--- src/rtl/knight_pkg.sv ---
// Shared constants and types for the knight sprite path (address gen, ROMs, colour mux).
package knight_pkg;

  localparam int SPRITE_W = 50;
  localparam int SPRITE_H = 64;
  localparam int ADDR_W   = 12;

  typedef enum logic {
    IDLE = 1'b0,
    WALK = 1'b1
  } anim_state_t;

  // Row offset into a 50-wide sprite: v*50 = v*32 + v*16 + v*2, shifts and adds only.
  function automatic logic [ADDR_W-1:0] row_offset(input logic [5:0] v);
    logic [ADDR_W-1:0] w;
    w = {{(ADDR_W-6){1'b0}}, v};
    return (w << 5) + (w << 4) + (w << 1);
  endfunction

endpackage

--- src/rtl/knight_anim_fsm.sv ---
// Walk-animation sequencer for the knight sprite.
//
//  state | meaning
//  ------+-------------------------------------------------------------
//  IDLE  | standing pose, frame_sel_int = 0
//  WALK  | cycling walk frames 1..NUM_WALK_FRAMES, each held
//        | FRAMES_PER_STEP video frames
//
// Everything advances only on sof. frame_sel_nxt exposes the value the
// frame select will take after this cycle, so the pixel that carries sof
// can already be addressed with the new frame.
module knight_anim_fsm
  import knight_pkg::*;
#(
  parameter int FRAMES_PER_STEP = 6,
  parameter int NUM_WALK_FRAMES = 4
) (
  input  logic       vga_clk,
  input  logic       reset_n,
  input  logic       sof,
  input  logic       walking,
  output logic [2:0] frame_sel_int,
  output logic [2:0] frame_sel_nxt
);

  localparam int CW = (FRAMES_PER_STEP > 1) ? $clog2(FRAMES_PER_STEP) : 1;
  localparam logic [CW-1:0] STEP_LAST  = CW'(FRAMES_PER_STEP - 1);
  localparam logic [2:0]    FRAME_LAST = 3'(NUM_WALK_FRAMES);

  anim_state_t   state_q, state_d;
  logic [CW-1:0] step_q, step_d;
  logic [2:0]    frame_q, frame_d;

  // State, step counter and frame select registers.
  always_ff @(posedge vga_clk or negedge reset_n) begin
    if (!reset_n) begin
      state_q <= IDLE;
      step_q  <= '0;
      frame_q <= '0;
    end else begin
      state_q <= state_d;
      step_q  <= step_d;
      frame_q <= frame_d;
    end
  end

  // Next-state logic; holds everything outside sof.
  always_comb begin
    state_d = state_q;
    step_d  = step_q;
    frame_d = frame_q;
    if (sof) begin
      unique case (state_q)
        IDLE: begin
          if (walking) begin
            state_d = WALK;
            frame_d = 3'd1;
            step_d  = '0;
          end
        end
        WALK: begin
          if (!walking) begin
            state_d = IDLE;
            frame_d = 3'd0;
            step_d  = '0;
          end else if (step_q == STEP_LAST) begin
            step_d  = '0;
            frame_d = (frame_q == FRAME_LAST) ? 3'd1 : frame_q + 3'd1;
          end else begin
            step_d  = step_q + 1'b1;
          end
        end
        default: begin
          state_d = IDLE;
          frame_d = 3'd0;
          step_d  = '0;
        end
      endcase
    end
  end

  assign frame_sel_int = frame_q;
  assign frame_sel_nxt = frame_d;

endmodule

--- src/rtl/knight_sprite_addr_gen.sv ---
// Knight sprite ROM address generator: per-pixel hit test against the
// frame-latched knight position, mirrored 50x64 address, walk frame select,
// and a two-stage pipeline lining sprite_on up with the palette register.
module knight_sprite_addr_gen
  import knight_pkg::*;
#(
  parameter int FRAMES_PER_STEP = 6,
  parameter int NUM_WALK_FRAMES = 4
) (
  input  logic              vga_clk,
  input  logic              reset_n,
  input  logic [9:0]        DrawX,
  input  logic [9:0]        DrawY,
  input  logic [9:0]        pos_x,
  input  logic [9:0]        pos_y,
  input  logic              facing_left,
  input  logic              walking,
  output logic [ADDR_W-1:0] rom_address,
  output logic [2:0]        frame_sel,
  output logic              sprite_on
);

  logic              at_origin, origin_q, sof;
  logic [9:0]        pos_x_q, pos_y_q;
  logic              facing_q;
  logic [9:0]        pos_x_eff, pos_y_eff;
  logic              facing_eff;
  logic [10:0]       dx, dy;
  logic              hit;
  logic [5:0]        xm;
  logic [ADDR_W-1:0] addr_d, addr_q;
  logic [2:0]        frame_sel_int, frame_sel_nxt, frame_d, frame_q;
  logic              hit_q, on_q;

  assign at_origin = (DrawX == 10'd0) && (DrawY == 10'd0);
  assign sof       = at_origin && !origin_q;

  // Remember whether the previous pixel was the origin, for sof edge detection.
  always_ff @(posedge vga_clk or negedge reset_n) begin
    if (!reset_n) origin_q <= 1'b0;
    else          origin_q <= at_origin;
  end

  // Per-frame snapshot of position and facing, so a frame never tears.
  always_ff @(posedge vga_clk or negedge reset_n) begin
    if (!reset_n) begin
      pos_x_q  <= '0;
      pos_y_q  <= '0;
      facing_q <= 1'b0;
    end else if (sof) begin
      pos_x_q  <= pos_x;
      pos_y_q  <= pos_y;
      facing_q <= facing_left;
    end
  end

  // On the sof pixel itself the snapshot is still being written, so use the live inputs.
  assign pos_x_eff  = sof ? pos_x       : pos_x_q;
  assign pos_y_eff  = sof ? pos_y       : pos_y_q;
  assign facing_eff = sof ? facing_left : facing_q;

  knight_anim_fsm #(
    .FRAMES_PER_STEP(FRAMES_PER_STEP),
    .NUM_WALK_FRAMES(NUM_WALK_FRAMES)
  ) u_anim (
    .vga_clk      (vga_clk),
    .reset_n      (reset_n),
    .sof          (sof),
    .walking      (walking),
    .frame_sel_int(frame_sel_int),
    .frame_sel_nxt(frame_sel_nxt)
  );

  assign frame_d = sof ? frame_sel_nxt : frame_sel_int;

  // Hit test on 11-bit two's complement offsets; negative offsets clip at left/top.
  assign dx  = {1'b0, DrawX} - {1'b0, pos_x_eff};
  assign dy  = {1'b0, DrawY} - {1'b0, pos_y_eff};
  assign hit = !dx[10] && (dx < 11'(SPRITE_W)) && !dy[10] && (dy < 11'(SPRITE_H));

  assign xm     = facing_eff ? (6'(SPRITE_W - 1) - dx[5:0]) : dx[5:0];
  assign addr_d = hit ? (row_offset(dy[5:0]) + {{(ADDR_W-6){1'b0}}, xm}) : '0;

  // Stage 1: address, frame select and hit registered together.
  always_ff @(posedge vga_clk or negedge reset_n) begin
    if (!reset_n) begin
      addr_q  <= '0;
      frame_q <= '0;
      hit_q   <= 1'b0;
    end else begin
      addr_q  <= addr_d;
      frame_q <= frame_d;
      hit_q   <= hit;
    end
  end

  // Stage 2: sprite_on one cycle later, matching the palette colour register.
  always_ff @(posedge vga_clk or negedge reset_n) begin
    if (!reset_n) on_q <= 1'b0;
    else          on_q <= hit_q;
  end

  assign rom_address = addr_q;
  assign frame_sel   = frame_q;
  assign sprite_on   = on_q;

endmodule

--- config.mk ---
export PLATFORM = sky130hd
export DESIGN_NAME = knight_sprite_addr_gen
export DESIGN_NICKNAME = d
export VERILOG_FILES = /design/src/rtl/knight_pkg.sv /design/src/rtl/knight_anim_fsm.sv /design/src/rtl/knight_sprite_addr_gen.sv
export SDC_FILE = /design/constraint.sdc
export NUM_CORES = 1
export LEC_CHECK = 0
export CORE_AREA = 2 2 99 82
export DETAILED_ROUTE_END_ITERATION = 10
export DIE_AREA = 0 0 101 84
export PLACE_DENSITY = 0.82
export SLEW_MARGIN = 20
export SYNTH_ARGS = -nofsm -noshare
export SYNTH_HDL_FRONTEND = slang
export SYNTH_HIERARCHICAL = 1
export SYNTH_SLANG_ARGS = --single-unit
--- constraint.sdc ---
create_clock -name vga_clk -period 9.3 [get_ports vga_clk]
set_clock_uncertainty 0.15 [all_clocks]
set_input_delay 1.86 -clock vga_clk [delete_from_list [all_inputs] [get_ports vga_clk]]
set_output_delay 1.86 -clock vga_clk [all_outputs]
set_load 0.005 [all_outputs]
# Word-level counts from Yosys, hierarchy flattened
# Index checks and enable logic that the tools add are counted.
dict set report op_classes {
  addsub 8
  order_cmp 2
  n_eq_ne 3
  mux 17
  bitwise 1
  n_reduce_logical 11
}
# operator count
set ops {}
lappend ops {{3-bit two-way mux} 9}
lappend ops {{10-bit by 10-bit subtractor with 11-bit output} 2}
lappend ops {{10-bit logical NOT} 2}
lappend ops {{10-bit two-way mux} 2}
lappend ops {{11-bit by 10-bit adder with 12-bit output} 1}
lappend ops {{12-bit by 6-bit adder with 12-bit output} 1}
lappend ops {{12-bit by 7-bit adder with 12-bit output} 1}
lappend ops {{12-bit two-way mux} 1}
lappend ops {{3-bit case mux with 2 select lines} 2}
lappend ops {{11-bit by 6-bit less-than comparator with 1-bit output, second input constant} 1}
lappend ops {{11-bit by 7-bit less-than comparator with 1-bit output, second input constant} 1}
lappend ops {{3-bit by 1-bit adder with 3-bit output, second input constant} 2}
lappend ops {{3-bit equality test, second input constant} 2}
lappend ops {{6-bit two-way mux} 1}
lappend ops {{6-bit subtractor, first input constant} 1}
lappend ops {{1-bit logical AND} 5}
lappend ops {{1-bit logical NOT} 3}
lappend ops {{1-bit two-way mux} 2}
lappend ops {{2-bit != test, second input constant} 1}
lappend ops {{2-bit AND reduction} 1}
lappend ops {{1-bit NOT} 1}
dict set report word_totals {
  regBits 46
  in_bits 44
  out_inout_bits 16
  word_cells 53
}

# Longest topological paths before layout
# Gate-level depths: netlist of run 1.
dict set report logic_depth {
  depth_word 10
  mapped_depth 31
  mapped_depth_nobuf 29
}

# Hierarchy
# The synthesis of run 1 kept the hierarchy.
# mod n_inst cells_per_inst area_each_um2 seq_area_each_um2
set modules_own_cells {}
lappend modules_own_cells {knight_sprite_addr_gen 1 317 3225.6 975.9}
lappend modules_own_cells {knight_anim_fsm 1 40 435.4 175.2}

# Worst setup path before layout of run 1
# OpenSTA, ideal clock, no wires.
dict set report synth_timing {
  path_kind {in2reg}
  from {input DrawX[2]}
  to {register addr_q[11] (netlist: rom_address[11])}
  setup_ps 123
  t_arrival_ps 7106
  required_time_ps 9027
  path_slack_ps 1921
  cell_stages 24
  path_buffers 3
  cell_sequence {buf_2 nor4_1 and3_1 nand2_4 buf_1 clkbuf_1 mux2i_1 fa_1 a21o_1 a21oi_1 xnor2_1 inv_1 fa_1 inv_1 fa_1 ha_1 a21oi_1 o21ai_0 a21oi_1 o21bai_1 a21o_1 a21oi_1 xor2_1 nor4_2}
}
dict set report synth_via {
  elab_chain_len 10
  elab_cells_between_ends 21
  cone_classes {add/sub (6); order compare (2); mux (5); reduce/logical (8)}
}
# item line
set synth_lines {}
lappend synth_lines {{from (decl)} knight_sprite_addr_gen.sv:12} ;# input logic [9:0] DrawX,
lappend synth_lines {{parallel branches: the longest is 9 deep, another holds 11-bit by 10-bit adder with 12-bit output} n/a}
lappend synth_lines {{12-bit two-way mux *} knight_sprite_addr_gen.sv:82} ;# assign addr_d = hit ? (row_offset(dy[5:0]) + {{(ADDR_W-6){1'b0}}, xm}) : '0;
lappend synth_lines {{net addr_d[11]} knight_sprite_addr_gen.sv:31} ;# logic [ADDR_W-1:0] addr_d, addr_q;
lappend synth_lines {{to (signal assigned)} knight_sprite_addr_gen.sv:91} ;# addr_q <= addr_d;
lappend synth_lines {{to (decl)} knight_sprite_addr_gen.sv:31}
# Mark *: on every way through the listed nets, which the timed path passes.
# A chain may end at the register's enable or synchronous reset.

# Worst setup path in the final report of run 1
dict set report layout_timing {
  from {input DrawX[2]}
  to {register addr_q[11] (netlist: rom_address[11])}
}
dict set report layout_via {
  elab_chain_len 10
  elab_cells_between_ends 21
  cone_classes {add/sub (6); order compare (2); mux (5); reduce/logical (8)}
}
# item line
set layout_lines {}
lappend layout_lines {{10-bit logical NOT *} knight_sprite_addr_gen.sv:35} ;# assign at_origin = (DrawX == 10'd0) && (DrawY == 10'd0);
lappend layout_lines {{1-bit logical AND *} knight_sprite_addr_gen.sv:35}
lappend layout_lines {{1-bit logical AND *} knight_sprite_addr_gen.sv:36} ;# assign sof = at_origin && !origin_q;
lappend layout_lines {{10-bit two-way mux *} knight_sprite_addr_gen.sv:58} ;# assign pos_x_eff = sof ? pos_x : pos_x_q;
lappend layout_lines {{net pos_x_eff[0]} knight_sprite_addr_gen.sv:26} ;# logic [9:0] pos_x_eff, pos_y_eff;
lappend layout_lines {{10-bit by 10-bit subtractor with 11-bit output *} knight_sprite_addr_gen.sv:77} ;# assign dx = {1'b0, DrawX} - {1'b0, pos_x_eff};
lappend layout_lines {{parallel branches: the longest is 4 deep, another holds 12-bit by 6-bit adder with 12-bit output} n/a}
lappend layout_lines {{12-bit two-way mux *} knight_sprite_addr_gen.sv:82}
lappend layout_lines {{net addr_d[11]} knight_sprite_addr_gen.sv:31}
# Marks and branches as above.

==> results_dict.tcl, run 1 <==
set metrics [dict create \
    final_area_mm2 0.00440 \
    num_io_pins 60 \
    top_layer "met4" \
    crit_family "compound AO/OA/AOI/OAI gates" \
    cp_num_buf_inv 4 \
    post_cts_resized 0 \
    numCtsBuffers 5 \
    fmax_ghz 0.126 \
    crit_required_ns 9.36 \
    p_leak_uw 0.00218 \
    layout_common_cells "clkdlybuf4s50_1 (58), dfrtp_1 (46), ha_1 (45)" \
    syn_inst 357 \
    initial_core_util 0.480 \
    via_per_inst 5.53 \
    grt_first_pass_wirelength_um 13600 \
    tightest_slew_ns 0.859 \
    vias 2816 \
    post-route-period-util 0.856 \
    die_y_um 84 \
    rsz0062_at_grt "no" \
    synth_edf_count 0 \
    power_frac_seq 0.408 \
    grt_max_degree 47 \
    cts_buffer_depth 2 \
    final_common_cell "clkdlybuf4s50_1" \
    yosysWarnings 6 \
    met2WireLength_um 3610 \
    fillers 663 \
    syn_area_mm2 0.00366 \
    root_buffer "clkbuf_8" \
    hpwl_um 6150 \
    cts_tree "yes" \
    worstPathMaxFanout 18 \
    grtUsageTotal 0.201 \
    cp-end-kind "flip-flop" \
    drt-met1-wl_um 3680 \
    cp_slowest_cell "clkdlybuf4s50_1" \
    worstSetupPathType "in2reg" \
    cp_common_cell "a21oi_1" \
    post_dp_cell_area_mm2 0.00431 \
    area_growth_pct 20.1 \
    htree_levels 2 \
    status "finished, final reports clean" \
    place_congestion 0.912 \
    avgSynthCellArea_um2 10.3 \
    antenna_found_initial 0 \
    die_x_um 101 \
    die_area_mm2 0.00848 \
    ys_async_sr_fraction 1.00 \
    synth_ff_type "dfrtp_1" \
    row_count 29 \
    vdd_drop_max_v 0.0000598 \
    synth_cell_types 58 \
    cp-start-kind "primary input" \
    powerDensity_mw_per_mm2 111 \
    layout.nets 510 \
    dr.pass1.iters 4 \
    ys_ff_latch 46 \
    drc 0 \
    cap_violations 0 \
    grt_pass1_vias 2861 \
    drive_above_1_share 0.0986 \
    slew_headroom 0.428 \
    cts_setup_buffers 0 \
    p_sw_frac 0.329 \
    min_period_ns 7.96 \
    p_clk_frac 0.258 \
    slowest_delay_ns 0.60 \
    wl_um 7840 \
    n_antenna_cell 0 \
    netSwitchingPower_uw 161 \
    drv_slew 0 \
    hold_path.class "reg2reg" \
    clkTransAtPathRegs_ns 0.09 \
    setup_viol 0 \
    combPwrFrac 0.334 \
    syn-num-nets 452 \
    wl_met3_um 501 \
    avgRoutedWirePerCell_um 15.4 \
    gr-total-overflow 0 \
    clk_latency_ns 0.31 \
    crit_arrival_ns 8.02 \
    hold_viol_final 0 \
    cts-hold-fix-buffers 0 \
    finalSetupTns_ns 0 \
    ant_nets 0 \
    yosysSeqAreaShare 0.314 \
    numPortBuffers 59 \
    clock-sinks 46 \
    core_mm2 0.00762 \
    p_int_uw 329 \
    drt_iter0_drc 114 \
]
## stage by stage
stage | util | instances | hold slack [ns] | setup slack, ns | total power, uW
after floorplan | - | 357 | 0.181 | 1.92 | 319
after global placement | 0.565 | 501 | 0.183 | 1.24 | 362
after detailed placement | 0.565 | 501 | 0.185 | 1.03 | 365
after CTS | 0.577 | 509 | 0.207 | 1.35 | 494
after global routing | 0.577 | 509 | 0.218 | 0.888 | 522
final | 0.577 | 509 | 0.205 | 1.34 | 490
## cells in the mapped netlist (3+ instances only)
cell type,count,area [um^2]
nand2_1,10,37.5
mux2_2,8,90.1
nor3_1,7,35.0
o21ai_1,3,15.0
dfrtp_1,46,1150
a211oi_1,3,22.5
fa_1,6,120
a21o_1,6,45.0
ha_1,45,563
o21ai_0,11,55.1
o21bai_1,5,37.5
nor4b_1,3,26.3
buf_6,3,33.8
a21oi_1,22,110
xnor2_1,15,131
a31oi_1,3,18.8
inv_1,42,158
nand2b_1,4,25.0
nand3_1,4,20.0
nor4_2,9,113
mux2i_1,19,190
nor2b_1,6,37.5
xor2_1,8,70.1
nor4_1,3,18.8
nor2_1,18,67.6
## logic make-up after synthesis
family          count (synthesis)  synth area share
mux                            27            0.0766
simple gates                   80             0.148
flops                          46             0.314
compound gates                 76             0.152
fa+ha+maj                      51             0.187
xor+xnor                       24            0.0595
buf+inv                        53            0.0632
## area by class of cell
cell class | instances | area (um^2) | area share
Clock buffer | 6 | 72.6 | 0.0165
Tap cell | 93 | 116 | 0.0265
Timing Repair Buffer | 61 | 603 | 0.137
Sequential cell | 46 | 1150 | 0.262
Multi-Input combinational cell | 258 | 2280 | 0.518
Inverter | 43 | 161 | 0.0367
Clock inverter | 2 | 13.8 | 0.00313
## registers in the layout, summed over array words and instances (netlist names)
signal and count:
rom_address 12, pos_x_q 10, pos_y_q 10, frame_sel 3, u_anim/frame_sel_int 3, u_anim/step_q 3, facing_q 1, hit_q 1
origin_q 1, sprite_on 1, u_anim/state_q 1
## routing by layer
metal	up-vias	GRT usage
met3	4	0.0486
met4	0	0.0405
met5	-	0
li1	1389	-
met2	82	0.319
met1	1341	0.281
## final timing paths
kind                            slack [ns]  cells past startpoint                         to                from
worst max register to register        3.57                     26  rom_address[11]$_DFF_PN0_  origin_q$_DFF_PN0_
worst max-delay path                  1.34                     28  rom_address[11]$_DFF_PN0_            DrawX[2]
max in group asynchronous             7.19                      1       pos_x_q[8]$_DFF_PN0_             reset_n
min in group asynchronous             1.40                      1       pos_y_q[5]$_DFF_PN0_             reset_n
worst min register to register        0.20                      0        sprite_on$_DFF_PN0_     hit_q$_DFF_PN0_
worst min-delay path                  0.20                      0        sprite_on$_DFF_PN0_     hit_q$_DFF_PN0_
## power by group through the flow
stage | logic, uW | registers [uW] | clock network, uW
2_1_floorplan | 115 | 204 | 0
3_3_place_gp | 159 | 204 | 0
3_5_place_dp | 161 | 204 | 0
4_1_cts | 164 | 200 | 130
5_1_grt | 185 | 200 | 137
6_report | 164 | 200 | 126
Note: power is estimated with default switching activity, not from simulation.
==> run 2, diff against run 1 <==
CORE_AREA = 2 2 80 101   (was 2 2 99 82)
DIE_AREA = 0 0 82 103   (was 0 0 101 84)
==> results_dict.tcl, run 2 (synthesis results as in run 1) <==
set metrics [dict create \
    avgRoutedWirePerCell_um 15.5 \
    drt_iter0_drc 148 \
    crit_required_ns 9.36 \
    gr-total-overflow 0 \
    fmax_ghz 0.124 \
    cts_setup_buffers 0 \
    tightest_slew_ns 0.803 \
    crit_family "compound AO/OA/AOI/OAI gates" \
    cp_num_buf_inv 4 \
    vdd_drop_max_v 0.0000680 \
    cp_slowest_cell "clkdlybuf4s50_1" \
    cts_buffer_depth 2 \
    place_ws_ns 1.05 \
    vias 2860 \
    cp-end-kind "flip-flop" \
    n_antenna_cell 0 \
    die_area_mm2 0.00845 \
    status "finished, final reports clean" \
    grtUsageTotal 0.200 \
    clkTransAtPathRegs_ns 0.09 \
    finalSetupTns_ns 0 \
    hold_viol_final 0 \
    place_congestion 0.901 \
    powerDensity_mw_per_mm2 117 \
    drc 0 \
    via_per_inst 5.60 \
    grt_first_pass_wirelength_um 13100 \
    slowest_delay_ns 0.61 \
    antenna_found_initial 0 \
    final_common_cell "clkdlybuf4s50_1" \
    row_count 36 \
    die_y_um 103 \
    cp_common_cell "a21oi_1" \
    fillers 653 \
    area_growth_pct 20.8 \
    drv_slew 0 \
    hold_path.class "reg2reg" \
    rsz0062_at_grt "no" \
    hpwl_um 6140 \
    numPortBuffers 59 \
    cts_tree "yes" \
    clock-sinks 46 \
    num_io_pins 60 \
    setup_viol 0 \
    layout_common_cells "clkdlybuf4s50_1 (58), dfrtp_1 (46), ha_1 (45)" \
    layout_setup_ws_ns 1.22 \
    grt_pass1_vias 2956 \
    final_area_mm2 0.00442 \
    min_period_ns 8.08 \
    cp-start-kind "primary input" \
    post-route-period-util 0.869 \
    crit_arrival_ns 8.14 \
    numCtsBuffers 5 \
    root_buffer "clkbuf_8" \
    grt_max_degree 47 \
    layout.nets 510 \
    worstPathMaxFanout 18 \
    initial_core_util 0.484 \
    worstSetupPathType "in2reg" \
    clk_latency_ns 0.30 \
    largest_reg_flops 12 \
    cap_violations 0 \
    die_x_um 82 \
    cts-hold-fix-buffers 0 \
    core_mm2 0.00757 \
    p_leak_uw 0.00219 \
    drive_above_1_share 0.101 \
    htree_levels 2 \
    post_dp_cell_area_mm2 0.00431 \
    post_cts_resized 0 \
    ant_nets 0 \
    final_core_util 0.584 \
    dr.pass1.iters 4 \
    wl_um 7910 \
    slew_headroom 0.465 \
]
[run 2: cell count changes in the layout (fill, tap and decap cells not counted)]
cell       previous run  this run
clkinv_2              1         2
bufinv_16             0         1
clkbuf_1              1         0
clkinv_4              1         0
[run 2: per-layer routing]
metal  vias up  wire length (um)  global-route usage
met5         -                 0                   0
met4         0               141              0.0744
met3         9               321              0.0333
met2        66              4090               0.360
met1      1399              3350               0.237
li1       1386                 -                   -
[run 2: worst reg2reg max path: stages, from the launching register on]
cell	delay, ns
dfrtp_1	0.40
nor3_4	0.26
nand2_4	0.07
inv_2	0.24
mux2_2	0.40
ha_1	0.22
nand2b_1	0.16
a21oi_1	0.18
a211oi_1	0.06
a21oi_1	0.22
o311ai_4	0.19
xor2_2	0.25
nand4_1	0.15
xor2_1	0.19
fa_1	0.46
ha_1	0.35
inv_1	0.07
fa_1	0.48
inv_1	0.08
a21oi_1	0.05
o21ai_0	0.27
a21oi_1	0.13
o21bai_1	0.21
a21o_1	0.14
a21oi_1	0.06
xor2_1	0.15
nor4_2	0.12
[run 2: stage by stage]
stage | instances | hold slack, ns | power [uW]
3_3_place_gp | 503 | 0.187 | 363
6_report | 511 | 0.232 | 517
2_1_floorplan | 357 | 0.181 | 319
4_1_cts | 511 | 0.248 | 523
5_1_grt | 511 | 0.242 | 547
3_5_place_dp | 503 | 0.228 | 367
[run 2: area by class of cell]
class                      instances  area, um^2  area share
multi-input combinational        258        2280       0.515
inverter                          43         161      0.0365
timing repair buffer              61         603       0.136
sequential                        46        1150       0.260
clock buffer                       5        68.8      0.0156
tap                               95         119      0.0269
clock inverter                     3        40.0     0.00905
[run 2: path summary, 6_finish.rpt]
kind                                    startpoint                        end  slack (ns)  cells after the start
worst max register to register  origin_q$_DFF_PN0_  rom_address[11]$_DFF_PN0_        3.46                     26
worst min register to register     hit_q$_DFF_PN0_        sprite_on$_DFF_PN0_        0.23                      0
worst min-delay path               hit_q$_DFF_PN0_        sprite_on$_DFF_PN0_        0.23                      0
min in group asynchronous                  reset_n   rom_address[6]$_DFF_PN0_        1.41                      1
worst max-delay path                      DrawX[2]  rom_address[11]$_DFF_PN0_        1.22                     28
max in group asynchronous                  reset_n       pos_x_q[8]$_DFF_PN0_        7.19                      1
[run 2: power by group]
part	leakage (uW)	switching [uW]	internal, uW	total [uW]
clock	0.0000579	70.3	79.2	149
sequential	0.000633	0.0309	200	200
combinational	0.00150	91.4	76.0	167
total	0.00219	162	355	517
==> run 3, diff against run 2 <==
CORE_AREA = 2 2 81 102   (was 2 2 80 101)
CTS_CLUSTER_SIZE = 20   (was not set)
DIE_AREA = 0 0 83 104   (was 0 0 82 103)
PLACE_DENSITY = 0.84   (was 0.82)
clock period = 7.4 ns   (was 9.3 ns; I/O delays follow)
==> results_dict.tcl, run 3 (synthesis results as in run 1) <==
set metrics [dict create \
    place_congestion 0.873 \
    grt_max_degree 47 \
    crit_arrival_ns 7.19 \
    cts_buffer_depth 2 \
    rrSetupSlack_ns 2.00 \
    numCtsBuffers 5 \
    wl_um 8340 \
    htree_levels 2 \
    grtUsageTotal 0.196 \
    tightest_slew_ns 0.883 \
    num_io_pins 60 \
    gr-total-overflow 0 \
    clkTransAtPathRegs_ns 0.09 \
    finalNonFillerCells 522 \
    placed_cells 511 \
    min-delay-start "hit_q$_DFF_PN0_" \
    p_leak_uw 0.00227 \
    final_common_cell "clkdlybuf4s50_1" \
    post-route-period-util 0.968 \
    die_x_um 83 \
    grt_pass1_vias 3107 \
    initial_core_util 0.475 \
    min_period_ns 7.16 \
    layout.nets 521 \
    vias 2907 \
    via_per_inst 5.57 \
    setup_viol 0 \
    cp-start-kind "primary input" \
    hpwl_um 6360 \
    dr.pass1.iters 4 \
    die_area_mm2 0.00863 \
    whs_path_depth 0 \
    clock-sinks 46 \
    drt_iter0_drc 124 \
    hold_path.class "reg2reg" \
    drv_slew 0 \
    avgRoutedWirePerCell_um 16.0 \
    r2r-end "rom_address[10]$_DFF_PN0_" \
    cts_tree "yes" \
    ant_nets 0 \
    layout_common_cells "clkdlybuf4s50_1 (57), dfrtp_1 (46), ha_1 (43)" \
    reg2reg_depth 24 \
    area_growth_pct 25.3 \
    core_mm2 0.00770 \
    fillers 631 \
    n_antenna_cell 0 \
    drive_above_1_share 0.157 \
    cp_num_buf_inv 2 \
    hold_viol_final 0 \
    clk_latency_ns 0.32 \
    cap_violations 0 \
    worstHoldEndpoint "sprite_on$_DFF_PN0_" \
    fmax_ghz 0.140 \
    rr_startpoint "origin_q$_DFF_PN0_" \
    status "finished, final reports clean" \
    cp_common_cell "a21oi_1" \
    crit_path_start "DrawX[8]" \
    powerDensity_mw_per_mm2 156 \
    largest_reg_flops 12 \
    finalSetupTns_ns 0 \
    worstPathMaxFanout 5 \
    row_count 36 \
    slowest_delay_ns 0.55 \
    crit_family "compound AO/OA/AOI/OAI gates" \
    grt_first_pass_wirelength_um 13900 \
    crit_required_ns 7.42 \
    numPortBuffers 59 \
    vdd_drop_max_v 0.0000737 \
    antenna_found_initial 0 \
    cp-end-kind "flip-flop" \
    drc 0 \
    die_y_um 104 \
    cp_slowest_cell "or4_4" \
    root_buffer "clkbuf_8" \
    slew_headroom 0.412 \
    worstSetupPathType "in2reg" \
]
## run 3: cell types whose count changed in the layout (fill, tap and decap cells not counted), moves of 2 or more
cell      change
buf_4        +11
nor4_2        +2
a21oi_1       -5
nor4_1        -2
a21oi_2       +5
clkinv_2      -2
ha_1          -2
ha_2          +2
## run 3: worst max path at each step
| stage | end | cells past startpoint |
|---|---|---|
| global placement | rom_address[11]$_DFF_PN0_ | 31 |
| floorplan | rom_address[11]$_DFF_PN0_ | 24 |
| global route | rom_address[10]$_DFF_PN0_ | 26 |
| finish | rom_address[10]$_DFF_PN0_ | 26 |
| detailed placement | rom_address[11]$_DFF_PN0_ | 28 |
| CTS | rom_address[11]$_DFF_PN0_ | 31 |
## run 3: what timing repair did
| action | in CTS | in global routing |
|---|---|---|
| buffers inserted | 0 | 3 |
| hold endpoints to repair | 0 | 0 |
| gates resized for setup | 0 | 16 |
| hold buffers | 0 | 0 |
| endpoints found under the setup margin | 0 | 3 |
## run 3: cell type report
| cell class | count | area [um^2] | share of cell area |
|---|---|---|---|
| Timing Repair Buffer | 72 | 688 | 0.150 |
| Tap cell | 95 | 119 | 0.0259 |
| Clock buffer | 5 | 68.8 | 0.0150 |
| Sequential cell | 46 | 1150 | 0.251 |
| Clock inverter | 3 | 68.8 | 0.0150 |
| Inverter | 43 | 161 | 0.0352 |
| Multi-Input combinational cell | 258 | 2330 | 0.508 |
## run 3: layer usage
metal  routed length [um]  track usage
met4                  230       0.0785
met5                    0            0
met1                 3380        0.225
met2                 4440        0.358
met3                  280       0.0317
## run 3: per-stage QoR
stage	utilization	total power [uW]	hold slack [ns]	area, um^2	worst slack, ns
finish	0.596	714	0.203	4590	0.238
global route	0.596	753	0.230	4590	-0.0882
CTS	0.585	699	0.205	4510	0.0665
detailed placement	0.567	468	0.185	4370	-0.166
global placement	0.567	460	0.183	4370	0.0318
floorplan	-	401	0.181	3660	0.401
## run 3: where the power goes
| part | switching, uW | total (uW) | internal (uW) |
|---|---|---|---|
| sequential | 0.0374 | 251 | 251 |
| combinational | 125 | 233 | 108 |
| clock | 93.8 | 229 | 135 |
